--- config.mk ---
export PLATFORM = sky130hd
export DESIGN_NAME = dual_prio_encoder
export DESIGN_NICKNAME = d
export VERILOG_FILES = /design/src/rtl/dual_prio_pkg.sv /design/src/rtl/prio_encoder_12.sv /design/src/rtl/dual_prio_encoder.sv
export SDC_FILE = /design/constraint.sdc
export NUM_CORES = 1
export LEC_CHECK = 0
export BUFFER_PORTS_ARGS = -buffer_cell sky130_fd_sc_hd__buf_2
export CAP_MARGIN = 10
export CORE_ASPECT_RATIO = 0.75
export CORE_UTILIZATION = 30
export DETAILED_ROUTE_END_ITERATION = 8
export MAX_ROUTING_LAYER = met4
export SYNTH_ARGS = -nofsm -noshare
export SYNTH_HDL_FRONTEND = slang
export SYNTH_HIERARCHICAL = 1
export SYNTH_SLANG_ARGS = --single-unit
--- constraint.sdc ---
create_clock -name clk -period 2.52 [get_ports clk]
set_input_delay 0.252 -clock clk [delete_from_list [all_inputs] [get_ports clk]]
set_output_delay 0.252 -clock clk [all_outputs]
set_load 0.02 [all_outputs]
--- src/rtl/dual_prio_pkg.sv ---
// Shared widths, the "no request" code and a one-hot helper for the dual priority encoder.
package dual_prio_pkg;

  localparam int unsigned REQ_W = 12;
  localparam int unsigned IDX_W = 4;

  localparam logic [IDX_W-1:0] IDX_NONE = 4'd0;

  // Index 1..REQ_W to a one-hot vector over r[REQ_W:1]; IDX_NONE gives all zeros.
  function automatic logic [REQ_W:1] idx_onehot(input logic [IDX_W-1:0] idx);
    logic [REQ_W:1] oh;
    oh = '0;
    for (int i = 1; i <= int'(REQ_W); i++) begin
      if (idx == IDX_W'(i)) oh[i] = 1'b1;
    end
    return oh;
  endfunction

endpackage

--- src/rtl/prio_encoder_12.sv ---
// Combinational 12-input priority encoder: index of the highest set bit, IDX_NONE if none.
module prio_encoder_12
  import dual_prio_pkg::*;
(
  input  logic [REQ_W:1]   req,
  output logic [IDX_W-1:0] idx_c
);

  // Ascending scan so the highest set bit wins.
  always_comb begin
    idx_c = IDX_NONE;
    for (int i = 1; i <= int'(REQ_W); i++) begin
      if (req[i]) idx_c = IDX_W'(i);
    end
  end

endmodule

--- src/rtl/dual_prio_encoder.sv ---
// Registered dual priority encoder: highest and second-highest request indices.
// Optional DUAL_PRIO_VALID_EN adds registered first_valid/second_valid flags.
module dual_prio_encoder
  import dual_prio_pkg::*;
(
  input  logic             clk,
  input  logic             reset_n,
  input  logic [REQ_W:1]   r,
  output logic [IDX_W-1:0] first,
  output logic [IDX_W-1:0] second
`ifdef DUAL_PRIO_VALID_EN
  ,
  output logic             first_valid,
  output logic             second_valid
`endif
);

  logic [IDX_W-1:0] first_c;
  logic [IDX_W-1:0] second_c;
  logic [REQ_W:1]   masked_c;

  prio_encoder_12 u_enc_first (
    .req   (r),
    .idx_c (first_c)
  );

  // Removing the winner leaves the runner-up as the new highest bit.
  assign masked_c = r & ~idx_onehot(first_c);

  prio_encoder_12 u_enc_second (
    .req   (masked_c),
    .idx_c (second_c)
  );

  always_ff @(posedge clk) begin
    if (!reset_n) begin
      first  <= IDX_NONE;
      second <= IDX_NONE;
    end else begin
      first  <= first_c;
      second <= second_c;
    end
  end

`ifdef DUAL_PRIO_VALID_EN
  always_ff @(posedge clk) begin
    if (!reset_n) begin
      first_valid  <= 1'b0;
      second_valid <= 1'b0;
    end else begin
      first_valid  <= (first_c != IDX_NONE);
      second_valid <= (second_c != IDX_NONE);
    end
  end
`endif

endmodule

# Yosys cells after proc, flatten, opt, wreduce, memory -nomap -nowiden
# Cells that the tools add are included.
[op_classes]
add_sub_neg = 0
mul = 0
div = 0
magnitude_cmp = 0
eq_ne = 12
shift = 0
mux = 36
bitwise_logic = 3
reduce_logical = 1
[op_table]
columns = ["op", "n"]
rows = [
  ["2-to-1 mux 4 bit", 10],
  ["2-to-1 mux 3 bit", 8],
  ["== test 4 bit (second input constant)", 5],
  ["== test 4 x 3 -> 1 bit (second input constant)", 4],
  ["2-to-1 mux 1 bit", 14],
  ["bitwise AND 12 bit", 1],
  ["NOT 12 bit", 1],
  ["== test 4 x 2 -> 1 bit (second input constant)", 2],
  ["2-to-1 mux 2 bit", 4],
  ["== test 4 x 1 -> 1 bit (second input constant)", 1],
  ["OR reduction 2 bit", 1],
  ["NOT 1 bit", 1],
]
[totals]
register_bits = 8
latch_bits = 0
ram_bits = 0
mem_bits_ro = 0
in_bits = 14
out_inout_bits = 8
word_cells = 55
mem_count = 0

# Longest topological paths before layout
# Gate-level depths: netlist of run 1.
[logic_depth]
word_depth = 28
mapped_depth = 11
mapped_depth_nobuf = 11

# By module
# Netlist of run 1, hierarchy kept.
[by_module_without_submodules]
columns = ["module", "n_inst", "cells_each", "area_per_inst_um2", "seq_area_each_um2"]
rows = [
  ["dual_prio_encoder", 1, 38, 346.6, 160.2],
  ["prio_encoder_12", 2, 18, 100.1, 0.0],
]

# Least setup slack after synthesis of run 1
# Ideal clock, no wire load.
[synth_path]
path_type = "input -> register"
startpoint = "input r[5] (netlist bit)"
endpoint = "register second[0]"
setup_time_ns = 0.115
arrival_time_ns = 2.010
required_time_ns = 2.405
setup_slack_ns = 0.395
stages = 9
path_buffers = 0
cell_sequence = "or4_1 -> a31o_1 -> and2b_4 -> a21boi_1 -> inv_1 -> a21oi_1 -> o21ai_0 -> o31a_1 -> and2_1"
[synth_via]
word_cells_on_any_way = 46
cone_classes = "eq/ne (12); mux (31); bitwise (2); reduce/logical (1)"
[synth_lines]
columns = ["item", "line_no", "source"]
rows = [
  ["start, declared", "dual_prio_encoder.sv:8", "input logic [REQ_W:1] r,"],
  ["2-to-1 mux 3 bit (3 in a row)", "prio_encoder_12.sv:13", "if (req[i]) idx_c = IDX_W'(i);"],
  ["2-to-1 mux 4 bit (5 in a row)", "prio_encoder_12.sv:13", ""],
  ["named net first_c[2]", "dual_prio_encoder.sv:18", "logic [IDX_W-1:0] first_c;"],
  ["== test 4 x 3 -> 1 bit", "dual_prio_pkg.sv:14", "if (idx == IDX_W'(i)) oh[i] = 1'b1;"],
  ["2-to-1 mux 1 bit", "dual_prio_pkg.sv:14", ""],
  ["NOT 12 bit", "dual_prio_encoder.sv:28", "assign masked_c = r & ~idx_onehot(first_c);"],
  ["bitwise AND 12 bit", "dual_prio_encoder.sv:28", ""],
  ["named net masked_c, one bit", "dual_prio_encoder.sv:20", "logic [REQ_W:1] masked_c;"],
  ["2-to-1 mux 3 bit (2 in a row)", "prio_encoder_12.sv:13", ""],
  ["2-to-1 mux 4 bit (4 in a row)", "prio_encoder_12.sv:13", ""],
  ["end signal, assigned", "dual_prio_encoder.sv:41", "second <= second_c;"],
  ["end, declared", "dual_prio_encoder.sv:10", "output logic [IDX_W-1:0] second"],
]
# The timed path passes the listed nets, and every way through them passes these cells.
# A chain may end at the register's enable or synchronous reset.

# Final worst setup path of run 1
# Same ends and word-level chain as after synthesis.

==> results of run 1 <==
[metal layers]
metal / global-route usage / routed length (µm)
met1: 0.182 / 617
met2: 0.207 / 522
met3: 0.0353 / 112
met4: 0.0608 / 0
met5: - / 0
[flip-flops by register name, indices dropped and copies added (netlist names)]
name / cells
first: 4
second: 4
[kinds of logic (layout without fill, tap and decap cells)]
family | Yosys count | in the layout | share of synthesized area
AND/OR/NAND/NOR | 30 | 30 | 0.313
AO/OA/AOI/OAI | 28 | 28 | 0.339
flip-flops | 8 | 8 | 0.293
buffers and inverters | 8 | 35 | 0.0549
[metrics by stage]
stage | setup WS [ns] | std cells | total power (µW) | instance area [µm²] | util
CTS | 0.401 | 122 | 326 | 723 | 0.454
detailed placement | 0.153 | 119 | 235 | 701 | 0.440
finish | 0.376 | 122 | 324 | 723 | 0.454
global placement | 0.122 | 119 | 235 | 701 | 0.440
floorplan | 0.395 | 74 | 197 | 547 | -
global route | 0.255 | 122 | 343 | 723 | 0.454
[worst paths after layout]
check / from / endpoint / slack, ns / cells past startpoint
max: r[5] / second[0]$_SDFF_PN0_ / 0.38 / 10
min: reset_n / second[3]$_SDFF_PN0_ / 0.30 / 2
[cell usage in the layout, fill, tap and decap left out, types with 3 or more instances in the layout]
master,n
nor3_1,4
clkbuf_4,3
a31oi_1,4
buf_4,3
nor2_1,8
a21boi_1,8
buf_2,21
o21ai_0,4
a21oi_1,6
and2_1,8
inv_1,8
dfxtp_1,8
nor2b_1,5
[final cells by class]
class,instances,area share
Multi-Input combinational cell,58,0.493
Inverter,8,0.0415
Tap cell,21,0.0363
Sequential cell,8,0.221
Clock buffer,3,0.0311
Timing Repair Buffer,24,0.176
[report_power, final]
part           switching [µW]  internal, µW  total, µW
logic                    55.2          41.4       96.5
clock network            36.4          54.0       90.4
registers                1.44           135        137
==> results.py, run 1 <==
metrics = {
    "run_status": {
        "status": "finished clean",
    },
    "logic_synthesis": {
        "synth_cell_types": 16,
        "synthFlopType": "dfxtp_1",
        "synth_cells": 74,
        "yosys_warnings": 6,
        "synth_area_um2": 547,
        "yosysSeqAreaShare": 0.293,
        "synth-seq-cells": 8,
        "yosys.area.top_type": "dfxtp_1",
        "synth.top_cell.area_share": 0.293,
        "async_flop_share": 0,
        "synth_commonest_cells": "a21boi_1 (8), and2_1 (8), dfxtp_1 (8), inv_1 (8), nor2_1 (8)",
        "synth_area_per_cell_um2": 7.39,
        "synth_edf_count": 0,
        "synth.net_count": 88,
        "yosys-top-cells-area": "dfxtp_1 (29%), a21boi_1 (11%), and2_1 (9.2%), nor2b_1 (5.7%), a21oi_1 (5.5%)",
    },
    "global_routing": {
        "grt_pass1_vias": 498,
        "grt_first_pass_wirelength_um": 2000,
        "grt_max_degree": 9,
        "grt_remaining_overflow": 0,
        "track_usage": 0.140,
        "antenna_found_initial": 0,
    },
    "power_and_ir_drop": {
        "leakage_uw": 0.000343,
        "power_density_nw_per_um2": 448,
        "ir_worst_vdd_mv": 0.210,
    },
    "final_layout": {
        "nets": 117,
        "antenna_cells": 0,
        "final_layout_size_suffix_gt1_frac": 0.277,
        "multi_input_area_um2": 357,
        "regArea_um2": 160,
        "area_delta_synth_final_pct": 32.3,
        "fillers": 166,
    },
    "sta": {
        "layout_min_cycle_time_ns": 2.14,
        "worst_pin_slew_ns": 0.367,
        "fin_crit_sh": 0.851,
        "setup_viol": 0,
        "grt_setup_unrepaired": "false",
        "fmax_ghz": 0.466,
        "finalSetupTns_ns": 0,
        "hold_viol": 0,
        "relSlewSlack": 0.754,
        "hold_slack_ns": 0.305,
        "slew_viol_final": 0,
    },
    "run": {
        "maxCapViolCount": 0,
    },
    "floorplan": {
        "dieArea_um2": 2000,
        "ios": 22,
        "die_h_um": 39.0,
        "coreArea_um2": 1590,
        "die_w_um": 51.3,
        "start_util": 0.344,
        "rows": 12,
    },
    "clock_network": {
        "tritoncts": "done",
        "postCtsResizedCells": 0,
        "cts_made_buffers": 3,
        "cts_max_path_buffers": 2,
        "htreeDepth": 1,
        "holdBufCountCts": 0,
        "clk_pin_slew_worst_paths_ns": 0.05,
        "post-cts-setup-buffers": 0,
        "cts_sinks": 8,
        "clockRootBuffer": "clkbuf_4",
    },
    "detailed_routing": {
        "first_pass_iters": 4,
        "wirelength_um": 1250,
        "vias": 616,
        "wire_per_inst_um": 10.3,
        "drc": 0,
        "ant_nets": 0,
        "vias_per_cell": 5.05,
        "drtIter0Drc": 24,
    },
    "min_path": {
        "hold_class": "input port to flip-flop",
    },
    "worst_setup_path": {
        "crit_chain": "buf_2 -> or4_1 -> a31o_1 -> and2b_4 -> a21boi_1 -> inv_1 -> a21oi_1 -> o21ai_0 -> o31a_1 -> and2_1",
        "cp_max_fo": 5,
        "critical_path_arrival_ns": 2.28,
        "cp.required_ns": 2.65,
        "path_class": "input port to flip-flop",
        "crit_slowest_cell": "or4_1",
        "cp-start-kind": "input port",
        "cp_slowest_stage_delay_ns": 0.51,
        "crit_family": "compound AO/OA/AOI/OAI gates",
        "path_buf_inv": 2,
        "end_kind": "flip-flop",
    },
    "placement": {
        "dp_hpwl_um": 1050,
        "io_buffers": 21,
        "gp_congestion": 0.833,
    },
}
Note: power is estimated with default switching activity, not from simulation.
==> run 2: changes to the inputs <==
--- a/config.mk
+++ b/config.mk
@@ -9,8 +9,10 @@
 export CAP_MARGIN = 10
 export CORE_ASPECT_RATIO = 0.75
 export CORE_UTILIZATION = 30
+export CTS_CLUSTER_SIZE = 16
 export DETAILED_ROUTE_END_ITERATION = 8
 export MAX_ROUTING_LAYER = met4
+export RECOVER_POWER = 25
 export SYNTH_ARGS = -nofsm -noshare
 export SYNTH_HDL_FRONTEND = slang
 export SYNTH_HIERARCHICAL = 1
==> run 2 against run 1 <==
  * Global-route usage is the same
  * Die area is the same
  * Largest cell class unchanged
  * Clock power is essentially flat
  * Routed wire length grew 0.56%
  * Core utilization shrank 0.31 points
  * First-iteration DRC count is the same
  * Sequential cell count is the same
  * Critical path depth is the same
  * Non-clock buffer count is the same
  * Via count shrank 0.16%
  * Cell area shrank 0.69%
==> results.py, run 2 (synthesized netlist as in run 1, its figures left out) <==
metrics = {
    "worst_setup_path": {
        "cp.required_ns": 2.65,
        "path_class": "input port to flip-flop",
        "end_kind": "flip-flop",
        "cp_max_fo": 5,
        "cp-start-kind": "input port",
        "critical_path_arrival_ns": 2.28,
    },
    "sta": {
        "finalSetupTns_ns": 0,
        "setup_viol": 0,
        "relSlewSlack": 0.754,
        "fin_crit_sh": 0.851,
        "worst_pin_slew_ns": 0.367,
        "hold_viol": 0,
        "fmax_ghz": 0.466,
        "slew_viol_final": 0,
        "grt_setup_unrepaired": "false",
        "layout_min_cycle_time_ns": 2.14,
    },
    "final_layout": {
        "nets": 117,
        "layout_commonest_cell": "buf_2",
        "final_layout_size_suffix_gt1_frac": 0.238,
        "area_delta_synth_final_pct": 31.4,
        "fillers": 168,
        "reg.largest.list": "first (4), second (4)",
        "antenna_cells": 0,
    },
    "power_and_ir_drop": {
        "leakage_uw": 0.000331,
        "clkPwrFrac": 0.280,
        "switchingPower_uw": 93.2,
        "seqPwrFrac": 0.424,
        "totalPowerFinal_uw": 323,
        "ir_worst_vdd_mv": 0.210,
        "p_sw_frac": 0.289,
        "p_int_uw": 230,
        "power_density_nw_per_um2": 450,
        "pwr-share-comb": 0.296,
    },
    "min_path": {
        "whs_endpoint": "second[3]$_SDFF_PN0_",
        "hold_depth": 2,
        "hold_class": "input port to flip-flop",
        "hp-start": "reset_n",
    },
    "global_routing": {
        "track_usage": 0.140,
        "grt_pass1_vias": 498,
        "grt_first_pass_wirelength_um": 2000,
        "grt_remaining_overflow": 0,
        "antenna_found_initial": 0,
        "grt_max_degree": 9,
    },
    "clock_network": {
        "post-cts-setup-buffers": 0,
        "holdBufCountCts": 0,
        "cts_made_buffers": 3,
        "postCtsResizedCells": 0,
        "clk_pin_slew_worst_paths_ns": 0.05,
        "cts_max_path_buffers": 2,
        "tritoncts": "done",
        "cts_sinks": 8,
        "htreeDepth": 1,
        "clockRootBuffer": "clkbuf_4",
    },
    "detailed_routing": {
        "first_pass_iters": 4,
        "vias": 615,
        "vias_per_cell": 5.04,
        "wire_per_inst_um": 10.3,
        "drtIter0Drc": 24,
        "drc": 0,
        "ant_nets": 0,
        "wirelength_um": 1260,
    },
    "floorplan": {
        "start_util": 0.344,
        "coreArea_um2": 1590,
        "ios": 22,
        "die_w_um": 51.3,
        "die_h_um": 39.0,
        "dieArea_um2": 2000,
        "rows": 12,
    },
    "placement": {
        "io_buffers": 21,
        "gp_congestion": 0.833,
        "dp_hpwl_um": 1050,
    },
    "run_status": {
        "status": "finished clean",
    },
    "run": {
        "maxCapViolCount": 0,
    },
}
run 2: how the worst max path moves through the flow:
| stage | startpoint | to | cells past startpoint |
|---|---|---|---|
| 2_1_floorplan | r[5] | second[0]$_SDFF_PN0_ | 9 |
| 3_3_place_gp | r[1] | second[2]$_SDFF_PN0_ | 10 |
| 3_5_place_dp | r[1] | second[2]$_SDFF_PN0_ | 10 |
| 4_1_cts | r[5] | second[0]$_SDFF_PN0_ | 10 |
| 5_1_grt | r[5] | second[2]$_SDFF_PN0_ | 9 |
| 6_report | r[5] | second[0]$_SDFF_PN0_ | 10 |
run 2: stage by stage:
| step | worst slack, ns | area [µm²] | hold WS (ns) | instances | util |
|---|---|---|---|---|---|
| floorplan | 0.395 | 547 | 0.374 | 74 | - |
| global placement | 0.122 | 701 | 0.560 | 119 | 0.440 |
| detailed placement | 0.153 | 701 | 0.551 | 119 | 0.440 |
| CTS | 0.401 | 723 | 0.302 | 122 | 0.454 |
| global route | 0.255 | 718 | 0.321 | 122 | 0.451 |
| finish | 0.376 | 718 | 0.305 | 122 | 0.451 |
run 2: layout make-up:
class                   instances  area (µm²)  share of cell area
flip-flops and latches          8         160               0.223
inverters                       8        30.0              0.0418
clock buffers                   3        22.5              0.0314
repair buffers                 24         123               0.171
well taps                      21        26.3              0.0366
multi-input cells              58         357               0.497
run 2: power by group through the flow:
stage / logic (µW) / registers, µW / clock network [µW]
floorplan: 46.1 / 151 / 0
global placement: 95.8 / 139 / 0
detailed placement: 95.5 / 139 / 0
CTS: 96.0 / 137 / 93.5
global route: 105 / 137 / 99.7
finish: 95.6 / 137 / 90.4
run 2: layer usage:
| metal | track usage | share of wire | vias to the layer above | wire length, µm |
|---|---|---|---|---|
| met5 | - | 0 | - | 0 |
| met4 | 0.0608 | 0 | 0 | 0 |
| met3 | 0.0353 | 0.086 | 0 | 108 |
| met2 | 0.207 | 0.42 | 28 | 524 |
| met1 | 0.182 | 0.50 | 269 | 625 |
| li1 | - | - | 318 | - |
run 2: worst max-delay path, stage by stage:
cell	delay, ns
buf_2	0.12
or4_1	0.51
a31o_1	0.27
and2b_4	0.19
a21boi_1	0.23
inv_1	0.07
a21oi_1	0.13
o21ai_0	0.09
o31a_1	0.25
and2_1	0.15
